--- config.mk ---
export PLATFORM = sky130hd
export DESIGN_NAME = pipe_hazard_ctrl_flat
export DESIGN_NICKNAME = d
export VERILOG_FILES = /design/src/rtl/pipe_hazard_ctrl_pkg.sv /design/src/rtl/pipe_hazard_ctrl_if.sv /design/src/rtl/pipe_hazard_ctrl_watchdog.sv /design/src/rtl/pipe_hazard_ctrl.sv /design/src/flat_wrapper.sv
export SDC_FILE = /design/constraint.sdc
export NUM_CORES = 1
export LEC_CHECK = 0
export CELL_PAD_IN_SITES_DETAIL_PLACEMENT = 0
export CELL_PAD_IN_SITES_GLOBAL_PLACEMENT = 1
export CORE_ASPECT_RATIO = 1.75
export CORE_MARGIN = 2
export CORE_UTILIZATION = 30
export DETAILED_ROUTE_END_ITERATION = 8
export PLACE_DENSITY_LB_ADDON = 0.1
export SLEW_MARGIN = 20
export SYNTH_ARGS = -nofsm -noshare
export SYNTH_HDL_FRONTEND = slang
export SYNTH_SLANG_ARGS = --single-unit
--- constraint.sdc ---
create_clock -name aclk -period 5.6 [get_ports aclk]
set_clock_uncertainty 0.05 [all_clocks]
set_input_delay 1.12 -clock aclk [delete_from_list [all_inputs] [get_ports aclk]]
set_output_delay 1.12 -clock aclk [all_outputs]
set_load 0.02 [all_outputs]
--- src/rtl/pipe_hazard_ctrl_pkg.sv ---
// rtl/pipe_hazard_ctrl_pkg.sv - shared CPU types for the pipeline hazard controller
package cpuDefine;

  typedef logic [4:0]  Gr;
  typedef logic [31:0] DType;

  typedef enum logic [1:0] {
    RUN      = 2'd0,
    EX_WAIT  = 2'd1,
    MEM_WAIT = 2'd2
  } HazState_t;

  typedef struct packed {
    logic stall;
    logic flush;
  } StageCtrl_t;

endpackage

--- src/rtl/pipe_hazard_ctrl_if.sv ---
// rtl/pipe_hazard_ctrl_if.sv - pipeline <-> hazard controller signal bundle
interface pipe_hazard_ctrl_if #(parameter int CNT_W = 16);
  import cpuDefine::*;

  Gr                rj_no_id;
  Gr                rk_no_id;
  Gr                rd_no_id;
  logic             rj_use_id;
  logic             rk_use_id;
  logic             rd_use_id;
  Gr                rd_no_ex;
  logic             regWriteEn_ex;
  logic             memRead_ex;
  logic             ex_multi;
  logic             ex_finish;
  logic             mem_req;
  logic             mem_data_ok;
  logic             branch_taken_ex;
  logic             excp_flush;

  logic             stall_if;
  logic             stall_id;
  logic             stall_ex;
  logic             stall_mem;
  logic             bubble_ex;
  logic             flush_if;
  logic             flush_id;
  logic             ex_start;
  logic             fwd_hold;
  logic             ex_timeout;
  logic [CNT_W-1:0] stall_cnt;

  modport master (
    output rj_no_id, rk_no_id, rd_no_id, rj_use_id, rk_use_id, rd_use_id,
    output rd_no_ex, regWriteEn_ex, memRead_ex, ex_multi, ex_finish,
    output mem_req, mem_data_ok, branch_taken_ex, excp_flush,
    input  stall_if, stall_id, stall_ex, stall_mem, bubble_ex,
    input  flush_if, flush_id, ex_start, fwd_hold, ex_timeout, stall_cnt
  );

  modport slave (
    input  rj_no_id, rk_no_id, rd_no_id, rj_use_id, rk_use_id, rd_use_id,
    input  rd_no_ex, regWriteEn_ex, memRead_ex, ex_multi, ex_finish,
    input  mem_req, mem_data_ok, branch_taken_ex, excp_flush,
    output stall_if, stall_id, stall_ex, stall_mem, bubble_ex,
    output flush_if, flush_id, ex_start, fwd_hold, ex_timeout, stall_cnt
  );

endinterface

--- src/rtl/pipe_hazard_ctrl_watchdog.sv ---
// rtl/pipe_hazard_ctrl_watchdog.sv - multi-cycle EX watchdog with sticky timeout flag
module hazard_watchdog #(
  parameter int EX_TIMEOUT = 64
) (
  input  logic aclk,
  input  logic aresetn,
  input  logic run,
  input  logic clr,
  output logic timeout
);

  localparam int            W      = (EX_TIMEOUT > 1) ? $clog2(EX_TIMEOUT + 1) : 1;
  localparam logic [W-1:0]  LIMIT  = W'(EX_TIMEOUT);
  localparam bit            ENABLE = (EX_TIMEOUT != 0);

  logic [W-1:0] cnt;

  // Counts cycles since the multi-cycle op launched; parks at LIMIT so it never wraps.
  always_ff @(posedge aclk or negedge aresetn) begin
    if (!aresetn) begin
      cnt     <= '0;
      timeout <= 1'b0;
    end else begin
      if (clr || !run) begin
        cnt <= '0;
      end else if (cnt != LIMIT) begin
        cnt <= cnt + W'(1);
      end
      if (ENABLE && run && !clr && (cnt != LIMIT) && (cnt + W'(1) == LIMIT)) begin
        timeout <= 1'b1;
      end
    end
  end

endmodule

--- src/rtl/pipe_hazard_ctrl.sv ---
// rtl/pipe_hazard_ctrl.sv - stall/flush scheduler for the 5-stage pipeline
module pipe_hazard_ctrl
  import cpuDefine::*;
#(
  parameter int EX_TIMEOUT = 64,
  parameter int CNT_W      = 16
) (
  input  logic                aclk,
  input  logic                aresetn,
  pipe_hazard_ctrl_if.slave   hz
);

  HazState_t        state;
  HazState_t        state_nxt;
  StageCtrl_t       ctl_if;
  StageCtrl_t       ctl_id;
  StageCtrl_t       ctl_ex;
  logic             stall_mem_c;
  logic             ex_start_c;
  logic             fwd_hold_c;
  logic             lu;
  logic             in_ex;
  logic             mem_busy;
  logic             ev_excp;
  logic             ev_mem;
  logic             ev_exwait;
  logic             ev_start;
  logic             ev_free;
  logic             ev_br;
  logic             ev_lu;
  logic [CNT_W-1:0] stall_cnt_q;

  assign lu = hz.memRead_ex & hz.regWriteEn_ex & (hz.rd_no_ex != '0) &
              ((hz.rj_use_id & (hz.rj_no_id == hz.rd_no_ex)) |
               (hz.rk_use_id & (hz.rk_no_id == hz.rd_no_ex)) |
               (hz.rd_use_id & (hz.rd_no_id == hz.rd_no_ex)));

  // Once in MEM_WAIT the access is outstanding until the response pulse, whatever mem_req does.
  assign in_ex    = (state == EX_WAIT);
  assign mem_busy = (state == MEM_WAIT) ? ~hz.mem_data_ok : (hz.mem_req & ~hz.mem_data_ok);

  // Mutually exclusive events in priority order; finishing EX_WAIT falls through to branch/lu.
  assign ev_excp   = hz.excp_flush;
  assign ev_mem    = ~ev_excp & mem_busy & ~in_ex;
  assign ev_exwait = ~ev_excp & in_ex & (~hz.ex_finish | mem_busy);
  assign ev_start  = ~ev_excp & ~mem_busy & ~in_ex & hz.ex_multi;
  assign ev_free   = ~ev_excp & ~ev_mem & ~ev_exwait & ~ev_start;
  assign ev_br     = ev_free & hz.branch_taken_ex;
  assign ev_lu     = ev_free & ~hz.branch_taken_ex & lu;

  always_ff @(posedge aclk or negedge aresetn) begin
    if (!aresetn) begin
      state <= RUN;
    end else begin
      state <= state_nxt;
    end
  end

  always_comb begin
    state_nxt = RUN;
    if (ev_excp) begin
      state_nxt = mem_busy ? MEM_WAIT : RUN;
    end else if (ev_mem) begin
      state_nxt = MEM_WAIT;
    end else if (ev_exwait || ev_start) begin
      state_nxt = EX_WAIT;
    end
  end

  always_comb begin
    ctl_if      = '0;
    ctl_id      = '0;
    ctl_ex      = '0;
    stall_mem_c = 1'b0;
    ex_start_c  = 1'b0;
    fwd_hold_c  = 1'b0;
    if (ev_excp) begin
      ctl_if.flush = 1'b1;
      ctl_id.flush = 1'b1;
      // An outstanding data access keeps the pipe frozen so its response is not lost.
      if (mem_busy) begin
        ctl_if.stall = 1'b1;
        ctl_id.stall = 1'b1;
        ctl_ex.stall = 1'b1;
        stall_mem_c  = 1'b1;
      end else begin
        ctl_ex.flush = 1'b1;
      end
    end else if (ev_mem) begin
      ctl_if.stall = 1'b1;
      ctl_id.stall = 1'b1;
      ctl_ex.stall = 1'b1;
      stall_mem_c  = 1'b1;
    end else if (ev_exwait) begin
      ctl_if.stall = 1'b1;
      ctl_id.stall = 1'b1;
      ctl_ex.stall = 1'b1;
      stall_mem_c  = mem_busy;
      fwd_hold_c   = 1'b1;
    end else if (ev_start) begin
      ctl_if.stall = 1'b1;
      ctl_id.stall = 1'b1;
      ctl_ex.stall = 1'b1;
      ex_start_c   = 1'b1;
    end else if (ev_br) begin
      ctl_if.flush = 1'b1;
      ctl_id.flush = 1'b1;
      ctl_ex.flush = 1'b1;
    end else if (ev_lu) begin
      ctl_if.stall = 1'b1;
      ctl_id.stall = 1'b1;
      ctl_ex.flush = 1'b1;
    end
  end

  // Reset forces the combinational controls low without waiting for an edge.
  assign hz.stall_if  = aresetn & ctl_if.stall;
  assign hz.stall_id  = aresetn & ctl_id.stall;
  assign hz.stall_ex  = aresetn & ctl_ex.stall;
  assign hz.stall_mem = aresetn & stall_mem_c;
  assign hz.bubble_ex = aresetn & ctl_ex.flush;
  assign hz.flush_if  = aresetn & ctl_if.flush;
  assign hz.flush_id  = aresetn & ctl_id.flush;
  assign hz.ex_start  = aresetn & ex_start_c;
  assign hz.fwd_hold  = aresetn & fwd_hold_c;

  always_ff @(posedge aclk or negedge aresetn) begin
    if (!aresetn) begin
      stall_cnt_q <= '0;
    end else if (ctl_id.stall && (stall_cnt_q != '1)) begin
      stall_cnt_q <= stall_cnt_q + CNT_W'(1);
    end
  end

  assign hz.stall_cnt = stall_cnt_q;

  hazard_watchdog #(
    .EX_TIMEOUT (EX_TIMEOUT)
  ) u_watchdog (
    .aclk    (aclk),
    .aresetn (aresetn),
    .run     (in_ex | ev_start),
    .clr     (hz.excp_flush),
    .timeout (hz.ex_timeout)
  );

endmodule

--- src/flat_wrapper.sv ---
// flat-port wrapper written by rule: the top's interface ports become plain ports
module pipe_hazard_ctrl_flat import cpuDefine::*;
#(
  parameter int EX_TIMEOUT = 64,
  parameter int CNT_W      = 16
)
  (aclk, aresetn, hz_rj_no_id, hz_rk_no_id, hz_rd_no_id, hz_rj_use_id, hz_rk_use_id, hz_rd_use_id, hz_rd_no_ex, hz_regWriteEn_ex, hz_memRead_ex, hz_ex_multi, hz_ex_finish, hz_mem_req, hz_mem_data_ok, hz_branch_taken_ex, hz_excp_flush, hz_stall_if, hz_stall_id, hz_stall_ex, hz_stall_mem, hz_bubble_ex, hz_flush_if, hz_flush_id, hz_ex_start, hz_fwd_hold, hz_ex_timeout, hz_stall_cnt);
  pipe_hazard_ctrl_if #(.CNT_W(CNT_W)) hz_i ();
  input  logic aclk;
  input  logic aresetn;
  input wire logic [$bits(hz_i.rj_no_id)-1:0] hz_rj_no_id;
  input wire logic [$bits(hz_i.rk_no_id)-1:0] hz_rk_no_id;
  input wire logic [$bits(hz_i.rd_no_id)-1:0] hz_rd_no_id;
  input wire logic [$bits(hz_i.rj_use_id)-1:0] hz_rj_use_id;
  input wire logic [$bits(hz_i.rk_use_id)-1:0] hz_rk_use_id;
  input wire logic [$bits(hz_i.rd_use_id)-1:0] hz_rd_use_id;
  input wire logic [$bits(hz_i.rd_no_ex)-1:0] hz_rd_no_ex;
  input wire logic [$bits(hz_i.regWriteEn_ex)-1:0] hz_regWriteEn_ex;
  input wire logic [$bits(hz_i.memRead_ex)-1:0] hz_memRead_ex;
  input wire logic [$bits(hz_i.ex_multi)-1:0] hz_ex_multi;
  input wire logic [$bits(hz_i.ex_finish)-1:0] hz_ex_finish;
  input wire logic [$bits(hz_i.mem_req)-1:0] hz_mem_req;
  input wire logic [$bits(hz_i.mem_data_ok)-1:0] hz_mem_data_ok;
  input wire logic [$bits(hz_i.branch_taken_ex)-1:0] hz_branch_taken_ex;
  input wire logic [$bits(hz_i.excp_flush)-1:0] hz_excp_flush;
  output wire logic [$bits(hz_i.stall_if)-1:0] hz_stall_if;
  output wire logic [$bits(hz_i.stall_id)-1:0] hz_stall_id;
  output wire logic [$bits(hz_i.stall_ex)-1:0] hz_stall_ex;
  output wire logic [$bits(hz_i.stall_mem)-1:0] hz_stall_mem;
  output wire logic [$bits(hz_i.bubble_ex)-1:0] hz_bubble_ex;
  output wire logic [$bits(hz_i.flush_if)-1:0] hz_flush_if;
  output wire logic [$bits(hz_i.flush_id)-1:0] hz_flush_id;
  output wire logic [$bits(hz_i.ex_start)-1:0] hz_ex_start;
  output wire logic [$bits(hz_i.fwd_hold)-1:0] hz_fwd_hold;
  output wire logic [$bits(hz_i.ex_timeout)-1:0] hz_ex_timeout;
  output wire logic [$bits(hz_i.stall_cnt)-1:0] hz_stall_cnt;
  assign hz_i.rj_no_id = hz_rj_no_id;
  assign hz_i.rk_no_id = hz_rk_no_id;
  assign hz_i.rd_no_id = hz_rd_no_id;
  assign hz_i.rj_use_id = hz_rj_use_id;
  assign hz_i.rk_use_id = hz_rk_use_id;
  assign hz_i.rd_use_id = hz_rd_use_id;
  assign hz_i.rd_no_ex = hz_rd_no_ex;
  assign hz_i.regWriteEn_ex = hz_regWriteEn_ex;
  assign hz_i.memRead_ex = hz_memRead_ex;
  assign hz_i.ex_multi = hz_ex_multi;
  assign hz_i.ex_finish = hz_ex_finish;
  assign hz_i.mem_req = hz_mem_req;
  assign hz_i.mem_data_ok = hz_mem_data_ok;
  assign hz_i.branch_taken_ex = hz_branch_taken_ex;
  assign hz_i.excp_flush = hz_excp_flush;
  assign hz_stall_if = hz_i.stall_if;
  assign hz_stall_id = hz_i.stall_id;
  assign hz_stall_ex = hz_i.stall_ex;
  assign hz_stall_mem = hz_i.stall_mem;
  assign hz_bubble_ex = hz_i.bubble_ex;
  assign hz_flush_if = hz_i.flush_if;
  assign hz_flush_id = hz_i.flush_id;
  assign hz_ex_start = hz_i.ex_start;
  assign hz_fwd_hold = hz_i.fwd_hold;
  assign hz_ex_timeout = hz_i.ex_timeout;
  assign hz_stall_cnt = hz_i.stall_cnt;
  pipe_hazard_ctrl #(.EX_TIMEOUT(EX_TIMEOUT), .CNT_W(CNT_W)) u_core (.aclk(aclk), .aresetn(aresetn), .hz(hz_i));
endmodule
== Yosys cells after proc, flatten, opt, wreduce, memory -nomap -nowiden ==
Index checks and enable logic that the tools add are counted.

* Register bits: 26
* Output and inout port bits: 26
* Word-level logic and storage cells: 100

* Add/subtract/negate cells: 2
* Equality and inequality tests: 8
* Muxes and demuxes: 36
* Bitwise gates (word level): 40
* Reductions and logical operators: 10

{| class="wikitable"
|+ Operators with widths
! kind !! number
|-
| 1-bit two-way mux || 29
|-
| 1-bit AND || 27
|-
| 16-bit by 1-bit adder with 16-bit output (second input constant) || 1
|-
| 16-bit != test (second input constant) || 1
|-
| 5-bit equality test || 3
|-
| 7-bit two-way mux || 2
|-
| 2-bit two-way mux || 5
|-
| 1-bit inverter || 9
|-
| 7-bit by 1-bit adder with 7-bit output (second input constant) || 1
|-
| 7-bit equality test (second input constant) || 1
|-
| 7-bit != test (second input constant) || 1
|-
| 5-bit nonzero test || 1
|-
| 1-bit logical AND || 4
|-
| 1-bit bitwise OR || 4
|-
| 2-bit by 1-bit equality test with 1-bit output (second input constant) || 1
|-
| 2-bit equality test (second input constant) || 1
|-
| 1-bit logical NOT || 2
|-
| 1-bit logical OR || 2
|-
| 2-bit nonzero test || 1
|}

== Longest topological paths before layout ==
* Word-level depth: 18
* Gate-level depth with buffers: 8
* Depth with buffers taken out: 7

== By module ==
From an unflattened synthesis, not the netlist that was laid out.

* Cells, all modules: 174
* Area total of the unflattened synthesis: 1665.3 sq um

{| class="wikitable"
|+ Modules (own cells, without submodules)
! module !! times used !! cells each !! area each (sq um)
|-
| pipe_hazard_ctrl || 1 || 128 || 1209.9
|-
| hazard_watchdog || 1 || 46 || 455.4
|}

== Worst setup path after synthesis ==
Ideal clock, no wire load.

* Path type: input -> output
* Start: input hz_excp_flush
* End: output hz_flush_if
* Arrival time: 2.619 ns
* Required time: 4.430 ns
* Path slack: 1.811 ns
* Cell stages on the path: 6
* Path buffers: 3
* Cells stage by stage: clkbuf_1 -> nor3_4 -> buf_2 -> a21oi_1 -> nor2_1 -> buf_4

* Longest elaborated chain between the ends: 14
* Elaborated cells between the ends (all ways): 21
* Classes of those cells: mux: 5; bitwise: 16

{| class="wikitable"
|+ Ends and longest elaborated chain
! item !! line !! text
|-
| start, declared || flat_wrapper.sv:25 || <nowiki>input wire logic [$bits(hz_i.excp_flush)-1:0] hz_excp_flush;</nowiki>
|-
| 1-bit inverter || - ||
|-
| 1-bit AND (2 in a row) || pipe_hazard_ctrl.sv:44 || <nowiki>assign ev_mem = ~ev_excp & mem_busy & ~in_ex;</nowiki>
|-
| 1-bit inverter || pipe_hazard_ctrl.sv:47 || <nowiki>assign ev_free = ~ev_excp & ~ev_mem & ~ev_exwait & ~ev_start;</nowiki>
|-
| 1-bit AND (3 in a row) || pipe_hazard_ctrl.sv:47 ||
|-
| 1-bit AND || pipe_hazard_ctrl.sv:48 || <nowiki>assign ev_br = ev_free & hz.branch_taken_ex;</nowiki>
|-
| 1-bit two-way mux (4 in a row) || - ||
|-
| 2-bit two-way mux * || - ||
|-
| 1-bit AND * || - ||
|-
| end, declared || flat_wrapper.sv:31 || <nowiki>output wire logic [$bits(hz_i.flush_if)-1:0] hz_flush_if;</nowiki>
|}

Mark *: on every way between the ends. The rest lies on a longest branch, timed or not.

== Final worst setup path ==
* Start: input hz_rd_no_ex[1]
* End: output hz_bubble_ex

* Longest elaborated chain between the ends: 13
* Elaborated cells between the ends (all ways): 19
* Classes of those cells: eq/ne: 3; mux: 6; bitwise: 9; reduce/logical: 1

{| class="wikitable"
|+ Ends and longest elaborated chain
! item !! line !! text
|-
| start, declared || flat_wrapper.sv:17 || <nowiki>input wire logic [$bits(hz_i.rd_no_ex)-1:0] hz_rd_no_ex;</nowiki>
|-
| 5-bit equality test (on tied branches) || pipe_hazard_ctrl.sv:34, pipe_hazard_ctrl.sv:35 ||
|-
| 1-bit AND (on tied branches) || pipe_hazard_ctrl.sv:34, pipe_hazard_ctrl.sv:35 ||
|-
| 1-bit bitwise OR || pipe_hazard_ctrl.sv:34 || <nowiki>((hz.rj_use_id & (hz.rj_no_id == hz.rd_no_ex)) |</nowiki>
|-
| 1-bit bitwise OR || pipe_hazard_ctrl.sv:35 || <nowiki>(hz.rk_use_id & (hz.rk_no_id == hz.rd_no_ex)) |</nowiki>
|-
| 1-bit AND * || pipe_hazard_ctrl.sv:33 || <nowiki>assign lu = hz.memRead_ex & hz.regWriteEn_ex & (hz.rd_no_ex != '0) &</nowiki>
|-
| 1-bit AND * || pipe_hazard_ctrl.sv:49 || <nowiki>assign ev_lu = ev_free & ~hz.branch_taken_ex & lu;</nowiki>
|-
| 1-bit two-way mux * || pipe_hazard_ctrl.sv:109 || <nowiki>end else if (ev_lu) begin</nowiki>
|-
| 1-bit two-way mux * || pipe_hazard_ctrl.sv:105 || <nowiki>end else if (ev_br) begin</nowiki>
|-
| 1-bit two-way mux * || pipe_hazard_ctrl.sv:100 || <nowiki>end else if (ev_start) begin</nowiki>
|-
| 1-bit two-way mux * || pipe_hazard_ctrl.sv:94 || <nowiki>end else if (ev_exwait) begin</nowiki>
|-
| 1-bit two-way mux * || pipe_hazard_ctrl.sv:89 || <nowiki>end else if (ev_mem) begin</nowiki>
|-
| 2-bit two-way mux * || pipe_hazard_ctrl.sv:77 || <nowiki>if (ev_excp) begin</nowiki>
|-
| 1-bit AND * || pipe_hazard_ctrl.sv:121 || <nowiki>assign hz.bubble_ex = aresetn & ctl_ex.flush;</nowiki>
|-
| end, declared || flat_wrapper.sv:30 || <nowiki>output wire logic [$bits(hz_i.bubble_ex)-1:0] hz_bubble_ex;</nowiki>
|}

Marks and branches as above.

==> flow_summary.json <==
{
  "antenna_found_initial": 0,
  "synth-seq-area-share_pct": 36.8,
  "cp_slowest_cell": "clkdlybuf4s50_1",
  "cts_root_buffer": "clkbuf_8",
  "die-height_um": 106,
  "routabilityCongestion": 0.720,
  "die_w_um": 62.0,
  "worst_path_most_repeated_cell": "clkdlybuf4s50_1",
  "synthCells": 185,
  "setup_ws_ns": 0.975,
  "tightest_slew_ns": 0.532,
  "critPathKind": "in -> out",
  "rsz0062_at_grt": "no",
  "grt_pass1_wl_um": 7070,
  "syn_to_final_growth_pct": 39.8,
  "cts_tree": "done",
  "crit_path_end_kind": "output port",
  "crit_start": "hz_rd_no_ex[1]",
  "n_antenna_cell": 0,
  "drtIter0Drc": 27,
  "avgViaCountPerCell": 4.63,
  "drc": 0,
  "post_drt_wl_per_cell_um": 13.4,
  "worst_setup_hold_path_clk_slew_ns": 0.09,
  "finalSetupViolCount": 0,
  "synth_cell_type_count": 37,
  "synth_nets": 222,
  "cts_htree_levels": 1,
  "hold_slack_ns": 0.427,
  "utilization_pct": 42.7,
  "slowest_delay_ns": 0.63,
  "period_share_pct": 82.6,
  "vias": 1487,
  "crit_fanout": 17,
  "slew_violations": 0,
  "critPathArrivalTime_ns": 3.46,
  "grt_max_degree": 21,
  "p_per_area_nw_per_um2": 239,
  "finalHoldViolations": 0,
  "yosysWarnings": 0,
  "async_reset_ff_share_pct": 100,
  "drtAntennaViolNets": 0,
  "wl_um": 4300,
  "die_area_um2": 6550,
  "coreArea_um2": 5790,
  "worstSkewPairLatency_ns": 0.27,
  "tns_ns": 0,
  "syn-mean-instance-area_um2": 9.56,
  "totalPowerFinal_w": 0.000591,
  "drv_cap": 0,
  "place_ws_ns": 0.954,
  "r2r_start": "u_core.hz.stall_cnt[0]$_DFFE_PN0P_",
  "post_cts_buffers": 0,
  "rows": 37,
  "path_cells": "clkdlybuf4s50_1 > xor2_1 > nor4_1 > and3_1 > o21ai_2 > buf_4 > nor2b_1 > o22ai_1 > clkdlybuf4s50_1",
  "syn_area_um2": 1770,
  "slew_headroom_pct": 64.4,
  "cts_buffer_depth": 2,
  "ys_seq_elements": 26,
  "numCtsBuffers": 3,
  "ctsResizeCount": 0,
  "hp-start": "u_core.u_watchdog.timeout$_DFFE_PN0P_",
  "nets": 281,
  "io_buffers": 58,
  "synth_top_flop_cell": "dfrtp_1",
  "grt_pass1_vias": 1585,
  "firstDrtPassIters": 4,
  "clkSinkCount": 26,
  "start_util_pct": 30.6,
  "run_status": "complete, no violations",
  "drive_above_1_share_pct": 9.88,
  "ctsHoldBuffers": 0,
  "worst_setup_path_start_kind": "primary input",
  "min_period_ns": 4.63,
  "pin_count": 59,
  "crit_required_ns": 4.43,
  "vdd.ir_drop.worst_v": 0.000181,
  "overflow": 0,
  "leakage_nw": 1.03,
  "fillers": 603,
  "dp_hpwl_um": 3500,
  "fmax_mhz": 216,
  "synth-edff-count": 0,
  "hp-class": "reg -> reg",
  "grt_usage_pct": 14.2
}
[stage by stage]
step           area [um2]  cells
3_3_place_gp         2420    317
3_5_place_dp         2420    317
6_report             2470    321
4_1_cts              2470    321
5_1_grt              2470    321
2_1_floorplan        1770    185
[synthesized netlist by cell type, types with 2 or more instances]
cell type	number	share of area (%)
dfrtp_1	26	37
xor2_1	23	11
nor2_1	18	3.8
nand2_1	14	3.0
nand3_1	14	4.0
xnor2_1	13	6.4
a211oi_2	8	5.7
and3_1	7	2.5
inv_1	6	1.3
a211oi_1	5	2.1
nand2b_1	5	1.8
o21ai_0	5	1.4
a21oi_1	4	1.1
ha_1	4	2.8
nand4_1	3	1.1
nor2b_1	3	1.1
a2111oi_2	2	1.7
buf_4	2	0.85
buf_6	2	1.3
nor4_1	2	0.71
o22ai_1	2	0.71
or2_4	2	0.99
[critical path, delay by kind of cell]
family | cells | cell delay (ns)
AO/OA/AOI/OAI | 2 | 0.17
XOR/XNOR | 1 | 0.20
buffers and inverters | 3 | 1.33
AND/OR/NAND/NOR | 3 | 0.63
[power breakdown]
part / leakage, nW / total [W] / internal (W) / switching [W]
sequential: 0.348 / 0.000258 / 0.000215 / 0.0000427
clock: 0.0288 / 0.000123 / 0.0000628 / 0.0000600
combinational: 0.652 / 0.000211 / 0.000110 / 0.000101
[flip-flops by register name, indices dropped and copies added, names as in the netlist]
| signal | cells |
|---|---|
| u_core.hz.stall_cnt | 16 |
| u_core.u_watchdog.cnt | 7 |
| u_core.state | 2 |
| u_core.u_watchdog.timeout | 1 |
[layout make-up]
class                           count  area (um2)  area share (%)
Timing Repair Buffer               61         603            24.4
Sequential cell                    26         651            26.3
Multi-Input combinational cell    146        1040            42.2
Inverter                            6        22.5           0.911
Tap cell                           78        97.6            3.95
Clock buffer                        4        55.1            2.23
[cells by family (layout without fill, tap and decap cells)]
logic type,after synthesis,after routing,synth area share (%)
XOR/XNOR,36,36,17.8
adder cells (fa/ha/maj),4,4,2.83
AO/OA/AOI/OAI,33,33,16.8
AND/OR/NAND/NOR,72,72,20.9
flip-flops,26,26,36.8
multiplexers,1,1,0.637
buffers and inverters,13,71,4.17
[worst paths after layout]
path,end,slack [ns],cells after the start
max,hz_bubble_ex,0.97,9
min,u_core.u_watchdog.timeout$_DFFE_PN0P_,0.43,1
max reg2reg,u_core.hz.stall_cnt[1]$_DFFE_PN0P_,3.22,7
min reg2reg,u_core.u_watchdog.timeout$_DFFE_PN0P_,0.43,1
max in group asynchronous,u_core.u_watchdog.cnt[4]$_DFFE_PN0P_,3.73,2
min in group asynchronous,u_core.u_watchdog.cnt[1]$_DFFE_PN0P_,1.13,1
[metal layers]
metal	wire (um)	vias to the layer above	GRT usage (%)
met4	27	0	2.74
met1	1590	695	15.9
met3	144	2	1.72
met2	2530	33	26.7
li1	-	757	-
met5	0	-	0
[cells in the final DEF, fill, tap and decap left out]
master / instances
xnor2_1: 13
and2_1: 1
clkbuf_8: 4
o22ai_1: 2
a21o_1: 1
nand3_1: 14
nand2_1: 14
inv_1: 6
o21ai_4: 1
nor2_1: 18
o21ai_2: 1
clkdlybuf4s50_1: 58
dfrtp_1: 26
nor4b_1: 1
nand2b_1: 5
a211oi_2: 8
ha_1: 4
o21a_1: 1
nor3_1: 1
nor4_1: 2
xor2_1: 23
a21oi_4: 1
nor2b_1: 3
nand4_1: 3
a211oi_1: 5
or2_4: 2
nor3_4: 1
o21ai_0: 5
and3_1: 7
a41o_1: 1
a2111oi_2: 2
buf_4: 3
a31oi_1: 1
a21oi_1: 4
mux2_2: 1
Power figures use the tool's default switching activity.
